`src/rtl/risc_pkg.sv`:
```
// Shared definitions for the fetch front end: FSM encodings and reset defaults.
package risc_pkg;

    typedef enum logic [1:0] {
        S_REQ,
        S_HOLD,
        S_DROP
    } fetch_state_e;

    localparam logic [15:0] RESET_PC_DEF = 16'h0000;
    localparam logic [15:0] NOP_IR_DEF   = 16'h0000;

    function automatic logic [15:0] pc_inc(input logic [15:0] pc);
        return pc + 16'd1;
    endfunction

endpackage

```
`src/rtl/if_fetch_unit.sv`:
```
// Instruction-fetch stage: owns the PC, runs req/ack reads to imem and feeds the IF/ID register.
module if_fetch_unit
    import risc_pkg::*;
#(
    parameter logic [15:0] RESET_PC = RESET_PC_DEF,
    parameter logic [15:0] NOP_IR   = NOP_IR_DEF
) (
    input  logic        clock,
    input  logic        clear,
    input  logic        stall,
    input  logic        redirect,
    input  logic [15:0] redirect_pc,
    output logic        imem_req,
    output logic [15:0] imem_addr,
    input  logic        imem_ack,
    input  logic [15:0] imem_rdata,
    output logic [15:0] PC_out,
    output logic [15:0] PC_plus_out,
    output logic [15:0] IR_out,
    output logic        ifid_write,
    output logic        ifid_flush
);

    fetch_state_e state_q, state_d;
    logic [15:0]  pc_q, pc_d;
    logic [15:0]  req_addr_q, req_addr_d;
    logic [15:0]  hold_ir_q, hold_ir_d;
    logic [15:0]  hold_pc_q, hold_pc_d;
    logic         pend_q, pend_d;
    logic [15:0]  cur_addr;

    // Without an outstanding request, S_REQ issues a fresh read for pc this cycle.
    assign cur_addr = pend_q ? req_addr_q : pc_q;

    always_comb begin
        state_d    = state_q;
        pc_d       = pc_q;
        req_addr_d = req_addr_q;
        hold_ir_d  = hold_ir_q;
        hold_pc_d  = hold_pc_q;
        pend_d     = pend_q;
        imem_req   = 1'b0;
        imem_addr  = pc_q;
        PC_out     = pc_q;
        IR_out     = NOP_IR;
        ifid_write = 1'b0;
        ifid_flush = 1'b0;

        if (!clear) begin
            imem_addr = RESET_PC;
            PC_out    = RESET_PC;
        end else begin
            unique case (state_q)
                S_REQ: begin
                    imem_req  = 1'b1;
                    imem_addr = cur_addr;
                    if (imem_ack) begin
                        pend_d = 1'b0;
                        if (redirect) begin
                            pc_d       = redirect_pc;
                            ifid_flush = 1'b1;
                        end else if (!stall) begin
                            IR_out     = imem_rdata;
                            PC_out     = cur_addr;
                            ifid_write = 1'b1;
                            pc_d       = pc_inc(cur_addr);
                        end else begin
                            hold_ir_d = imem_rdata;
                            hold_pc_d = cur_addr;
                            pc_d      = pc_inc(cur_addr);
                            state_d   = S_HOLD;
                        end
                    end else begin
                        pend_d     = 1'b1;
                        req_addr_d = cur_addr;
                        if (redirect) begin
                            pc_d       = redirect_pc;
                            ifid_flush = 1'b1;
                            state_d    = S_DROP;
                        end else begin
                            ifid_flush = ~stall;
                        end
                    end
                end
                S_HOLD: begin
                    IR_out = hold_ir_q;
                    PC_out = hold_pc_q;
                    if (redirect) begin
                        pc_d       = redirect_pc;
                        ifid_flush = 1'b1;
                        state_d    = S_REQ;
                    end else if (!stall) begin
                        ifid_write = 1'b1;
                        state_d    = S_REQ;
                    end
                end
                S_DROP: begin
                    imem_req   = 1'b1;
                    imem_addr  = req_addr_q;
                    ifid_flush = redirect | ~stall;
                    if (redirect) begin
                        pc_d = redirect_pc;
                    end
                    if (imem_ack) begin
                        pend_d  = 1'b0;
                        state_d = S_REQ;
                    end
                end
                default: state_d = S_REQ;
            endcase
        end

        PC_plus_out = pc_inc(PC_out);
    end

    always_ff @(posedge clock) begin
        if (!clear) begin
            state_q    <= S_REQ;
            pc_q       <= RESET_PC;
            req_addr_q <= RESET_PC;
            hold_ir_q  <= NOP_IR;
            hold_pc_q  <= RESET_PC;
            pend_q     <= 1'b0;
        end else begin
            state_q    <= state_d;
            pc_q       <= pc_d;
            req_addr_q <= req_addr_d;
            hold_ir_q  <= hold_ir_d;
            hold_pc_q  <= hold_pc_d;
            pend_q     <= pend_d;
        end
    end

endmodule

```
`config.mk`:
```
export PLATFORM = sky130hd
export DESIGN_NAME = if_fetch_unit
export DESIGN_NICKNAME = d
export VERILOG_FILES = /design/src/rtl/risc_pkg.sv /design/src/rtl/if_fetch_unit.sv
export SDC_FILE = /design/constraint.sdc
export NUM_CORES = 1
export LEC_CHECK = 0
export ABC_AREA = 1
export BUFFER_PORTS_ARGS = -buffer_cell sky130_fd_sc_hd__buf_4
export CAP_MARGIN = 20
export CORE_MARGIN = 1.5
export CORE_UTILIZATION = 55
export CTS_CLUSTER_DIAMETER = 50
export DETAILED_ROUTE_END_ITERATION = 10
export GPL_TIMING_DRIVEN = 0
export PLACE_DENSITY = 0.78
export SYNTH_ARGS = -nofsm -noshare
export SYNTH_HDL_FRONTEND = slang
export SYNTH_SLANG_ARGS = --single-unit
export TNS_END_PERCENT = 50
```
`constraint.sdc`:
```
create_clock -name clock -period 2.75 [get_ports clock]
set_input_delay 0.1375 -clock clock [delete_from_list [all_inputs] [get_ports clock]]
set_output_delay 0.1375 -clock clock [all_outputs]
set_load 0.01 [all_outputs]
```
=== After elaboration in Yosys (flattened, before gate mapping) ===
Index checks and enable logic that the tools add are counted.

* Bits in registers: 67
* Bits of input ports: 37
* Logic and storage cells: 68

* Add/subtract/negate cells: 2
* Eq/ne operators: 7
* Muxes and demuxes: 40
* Bitwise operators: 4
* Reduce and logical (&&, ||, !) cells: 9

{| class="wikitable"
|+ Operators with widths
! kind !! number
|-
| two-way mux 16 bit || 13
|-
| one-hot mux 16 bit (2 select lines) || 4
|-
| adder 16 x 1 -> 16 bit, second input constant || 2
|-
| two-way mux 2 bit || 7
|-
| two-way mux 1 bit || 12
|-
| inequality test 3 bit, second input constant || 4
|-
| one-hot mux 2 bit (3 select lines) || 1
|-
| AND reduction 5 bit || 1
|-
| one-hot mux 1 bit (2 select lines) || 2
|-
| AND reduction 2 bit || 2
|-
| AND reduction 4 bit || 1
|-
| nonzero test 2 bit || 2
|-
| OR reduction 2 bit || 2
|-
| inverter 1 bit || 3
|-
| one-hot mux 1 bit (3 select lines) || 1
|-
| equality test 2 x 1 -> 1 bit, second input constant || 1
|-
| equality test 2 bit, second input constant || 1
|-
| logical NOT 2 bit || 1
|-
| inequality test 2 bit, second input constant || 1
|-
| OR 1 bit || 1
|}

=== Logic depth before layout (Yosys ltp) ===
* Depth in word-level cells: 7
* Depth in mapped cells: 17
* Mapped depth without buffers: 15

=== Worst setup path before layout ===
OpenSTA, ideal clock, no wires.

* Kind: register to output
* Start: register state_q[1]
* End: output PC_plus_out[8]
* Arrival: 2.274 ns
* Data required time: 2.612 ns
* Slack: 0.338 ns
* Stages on the path, launching flop included: 14
* Path buffers: 1
* Cell sequence: dfxtp_1 -> inv_1 -> ha_1 -> buf_2 -> nor2_4 -> inv_1 -> o21ai_0 -> a21oi_1 -> nor2_1 -> ha_1 -> inv_1 -> nor2_2 -> nand2_1 -> xor2_1

* Word-level cells in the longest chain between the ends: 4

{| class="wikitable"
|+ Ends and longest elaborated chain
! what !! line !! source
|-
| start, declared || if_fetch_unit.sv:24 || <nowiki>fetch_state_e state_q, state_d;</nowiki>
|-
| start signal, assigned || if_fetch_unit.sv:125 || <nowiki>state_q <= state_d;</nowiki>
|-
| equality test 2 x 1 -> 1 bit or logical NOT 2 bit (tied branches) || if_fetch_unit.sv:53 || <nowiki>unique case (state_q)</nowiki>
|-
| one-hot mux 16 bit (2 select lines) (*) || if_fetch_unit.sv:53 ||
|-
| two-way mux 16 bit (*) || if_fetch_unit.sv:49 || <nowiki>if (!clear) begin</nowiki>
|-
| named net PC_out[0] || if_fetch_unit.sv:17 || <nowiki>output logic [15:0] PC_out,</nowiki>
|-
| adder 16 x 1 -> 16 bit (*) || risc_pkg.sv:14 || <nowiki>return pc + 16'd1;</nowiki>
|-
| end, declared || if_fetch_unit.sv:18 || <nowiki>output logic [15:0] PC_plus_out,</nowiki>
|}

Mark *: on every way through the listed nets, which the timed path passes. The rest lies on a longest branch.

=== Worst setup path in the final report ===
* Start: register state_q[0]
* End: output imem_addr[5]

* Word-level cells in the longest chain between the ends: 3

{| class="wikitable"
|+ Ends and longest elaborated chain
! what !! line !! source
|-
| equality test 2 bit or logical NOT 2 bit (tied branches) || if_fetch_unit.sv:53 ||
|-
| one-hot mux 16 bit (2 select lines) (*) || if_fetch_unit.sv:53 ||
|-
| two-way mux 16 bit (*) || if_fetch_unit.sv:49 ||
|-
| end, declared || if_fetch_unit.sv:14 || <nowiki>output logic [15:0] imem_addr,</nowiki>
|}

Every way passes the cells marked *; elsewhere a longest branch is shown, timed or not.

==> flow_summary_export.csv <==
group,metric,value,unit
global_route,grt_overflow,0,
synth,yosys.area.top_type,"dfxtp_1",
die,fp.dieArea,10000,µm²
power_and_ir_drop,finalPower,3.77,mW
final_layout,post-route-util,70.6,%
drt,drt_iter0_markers,720,
timing,hold_viol_final,0,
synth,syn_nets,936,
critical_path,required,2.61,ns
min_path,hp-class,"primary input to register",
place,hpwl,14700,µm
timing,slew_headroom,48.2,%
min_path,hold_path_depth,3,
run,cap_viol_max_count,0,
drt,dr.pass1.iters,8,
synth,netlist_instances,893,
synth,yosysMostFrequentCell,"nand2_1",
global_route,antenna_found_initial,0,
timing,max_freq,369,MHz
synth,ys_types,36,
clock_tree,cts.path.max_buffers,2,
synth,ys.flop_type,"dfxtp_1",
synth,ys_seq_area_share,25.8,%
synth,synth_top_family_by_area,"simple AND/OR/NAND/NOR gates",
timing,post-route-worst-setup-slack,0.0422,ns
timing,drv_slew,0,
global_route,grt_max_degree,13,
critical_path,crit_path_frequent_cell,"clkbuf_1",
timing,setup_tns,0,ns
synth,synth_xor_area_share,1.35,%
clock_tree,clkSlewWorstSetupHoldPaths,0.09,ns
critical_path,r2r_slack,0.52,ns
critical_path,cpLargestDelayFamily,"buffers and inverters",
min_path,hold_start,"imem_rdata[6]",
die,die_y,100,µm
critical_path,cp_slowest_cell,"dfxtp_2",
drt,drcViolationCount,0,
critical_path,reg2reg_to,"req_addr_q[14]",
clock_tree,cts_num_sinks,67,
drt,wl_per_cell,17.1,µm
critical_path,critPathCaptureType,"output pin",
place,gp_congestion,0.996,
critical_path,critPathMaxStageDelay,0.39,ns
critical_path,r2r_cells,8,
synth,async_flop_share,0,%
synth,synth_compound_area_share,24.1,%
synth,synth_fa_ha_area_share,1.45,%
global_route,track_usage,38.0,%
clock_tree,cts_buffers,9,
final_layout,drive_gt1_share,19.3,%
clock_tree,h-tree-depth,3,
place,dp_slack,-0.158,ns
synth,synth_commonest_cells,"nand2_1, nor2_1, a21oi_1",
power_and_ir_drop,max-vdd-ir-drop,0.000307,V
place,io_buffer_count,102,
clock_tree,cts_tree,"built",
power_and_ir_drop,powerDensity,580,nW/µm²
clock_tree,clockRootBuffer,"clkbuf_8",
synth,synthSimpleGateAreaFrac,36.3,%
synth,netlist.area_leader.share,25.8,%
status,status,"complete, no violations",
critical_path,worstSetupPathType,"register to output pin",
drt,viasPerCell,5.89,
drt,vias,6678,
timing,timing_worst_slew_pin_value,0.777,ns
min_path,holdPathEnd,"hold_ir_q[6]",
drt,antenna_left,0,
critical_path,crit_start,"state_q[0]",
clock_tree,clock_latency,0.36,ns
critical_path,path_max_fanout,10,
synth,synth-edff-count,0,
global_route,grt_pass1_vias,5976,
critical_path,crit_path_cell_trace,"inv_1, ha_1, clkbuf_1, nor2_2, inv_2, clkbuf_1, a21oi_1, buf_4",
final_layout,finish.net_count,1060,
critical_path,worstSetupStartpointType,"register",
die,io-pin-count,104,
synth,synth_area,5190,µm²
synth,yosysWarnings,0,
power_and_ir_drop,power_leakage,3.04,nW
synth,synthTopCellsByArea,"dfxtp_1, nand2_1, a21oi_1, nor2_1, o21ai_0",
critical_path,path_buf_inv,5,
die,die_w,100,µm
synth,synth_seq_cells,67,
final_layout,diodes,0,
global_route,grt_pass1_wl,29900,µm
timing,rsz0062_at_grt,"yes",
timing,finalCritPeriodShare,98.5,%
timing,fin_crit,2.71,ns
final_layout,syn_to_final_growth,25.1,%
drt,routed_wirelength,19400,µm
timing,finClkSkew,0.00776,ns
die,start_util,56.4,%
critical_path,r2r_start,"state_q[0]",
synth,synth_mux_area_share,0,%
critical_path,critPathArrivalTime,2.57,ns
die,core,9200,µm²
die,num_rows,35,
timing,setup_viol,0,
synth,postSynthAreaPerCell,5.81,µm²
[cells in the final DEF (no fill, tap or decap), types with 8 or more instances in the layout]
cell | synthesis | final
clkbuf_8 | 0 | 10
buf_4 | 1 | 113
nand2_2 | 4 | 8
a211oi_1 | 19 | 19
dfxtp_1 | 67 | 65
nor2_2 | 7 | 9
clkbuf_1 | 32 | 32
inv_1 | 79 | 75
buf_2 | 13 | 8
nand4_1 | 8 | 8
o21ai_0 | 78 | 77
nand3_1 | 57 | 57
nor2_4 | 5 | 8
buf_6 | 5 | 10
nand2_1 | 255 | 251
nor2_1 | 106 | 101
a22oi_1 | 11 | 11
xor2_1 | 8 | 8
a21oi_1 | 94 | 92
[worst max path at each step]
stage	end	slack, ns	depth (start not counted)
after global placement	PC_plus_out[8]	0.04	14
after CTS	imem_addr[5]	0.0001	8
after global routing	PC_plus_out[8]	-0.05	13
after floorplan	PC_plus_out[8]	0.34	13
final	imem_addr[5]	0.04	8
after detailed placement	PC_plus_out[8]	-0.16	14
[flip-flops by register name, indices dropped and copies added, names as in the netlist]
| register | flops |
|---|---|
| hold_ir_q | 16 |
| hold_pc_q | 16 |
| pc_q | 16 |
| pend_q | 1 |
| req_addr_q | 16 |
| state_q | 2 |
[final cells by class]
class	count	area (µm²)
timing repair buffer	113	855
buffer	52	284
tap	111	139
clock inverter	5	37.5
inverter	84	320
sequential	67	1350
clock buffer	11	141
multi-input combinational	690	3370
fill	830	2700
[kinds of logic (layout without fill, tap and decap cells)]
| family | after synthesis | after routing |
|---|---|---|
| XOR/XNOR | 8 | 8 |
| AND/OR/NAND/NOR | 451 | 451 |
| flip-flops | 67 | 67 |
| adder cells (fa/ha/maj) | 6 | 6 |
| buffers and inverters | 136 | 265 |
| AO/OA/AOI/OAI | 225 | 225 |
[per-stage QoR]
| stage | hold WS, ns | std cells | instance area (µm²) |
|---|---|---|---|
| 6_report | 0.00803 | 1133 | 6500 |
| 5_1_grt | 0.0192 | 1133 | 6500 |
| 4_1_cts | 0.00999 | 1125 | 6330 |
| 3_5_place_dp | 0.378 | 1106 | 6100 |
| 3_3_place_gp | 0.370 | 1106 | 6100 |
| 2_1_floorplan | 0.272 | 893 | 5190 |
[worst min-delay path, stage by stage]
cell    delay, ns
buf_4        0.08
nor2_1       0.04
nor2_1       0.08
[power breakdown]
group / switching [mW] / total [mW] / internal [mW]
clock network: 0.440 / 0.795 / 0.356
registers: 0.0860 / 1.16 / 1.07
logic: 1.16 / 1.81 / 0.648
total: 1.69 / 3.77 / 2.08
[timing repair]
item	in CTS	in global routing
hold endpoints to repair	0	1
pin swaps	2	9
hold buffers	0	1
endpoints found under the setup margin	25	29
buffers inserted	3	7
gates resized for setup	14	33
[metal layers]
layer  wire [µm]  vias to the layer above  part of all wire, %  global-route usage [%]
li1            -                     3174                    -                       -
met1        7810                     3002                   40                    51.4
met2        8740                      437                   45                    59.8
met3        2090                       65                   11                    6.41
met4         736                        0                  3.8                    16.8
met5           0                        -                    0                       0
Note: power is estimated with default switching activity, not from simulation.
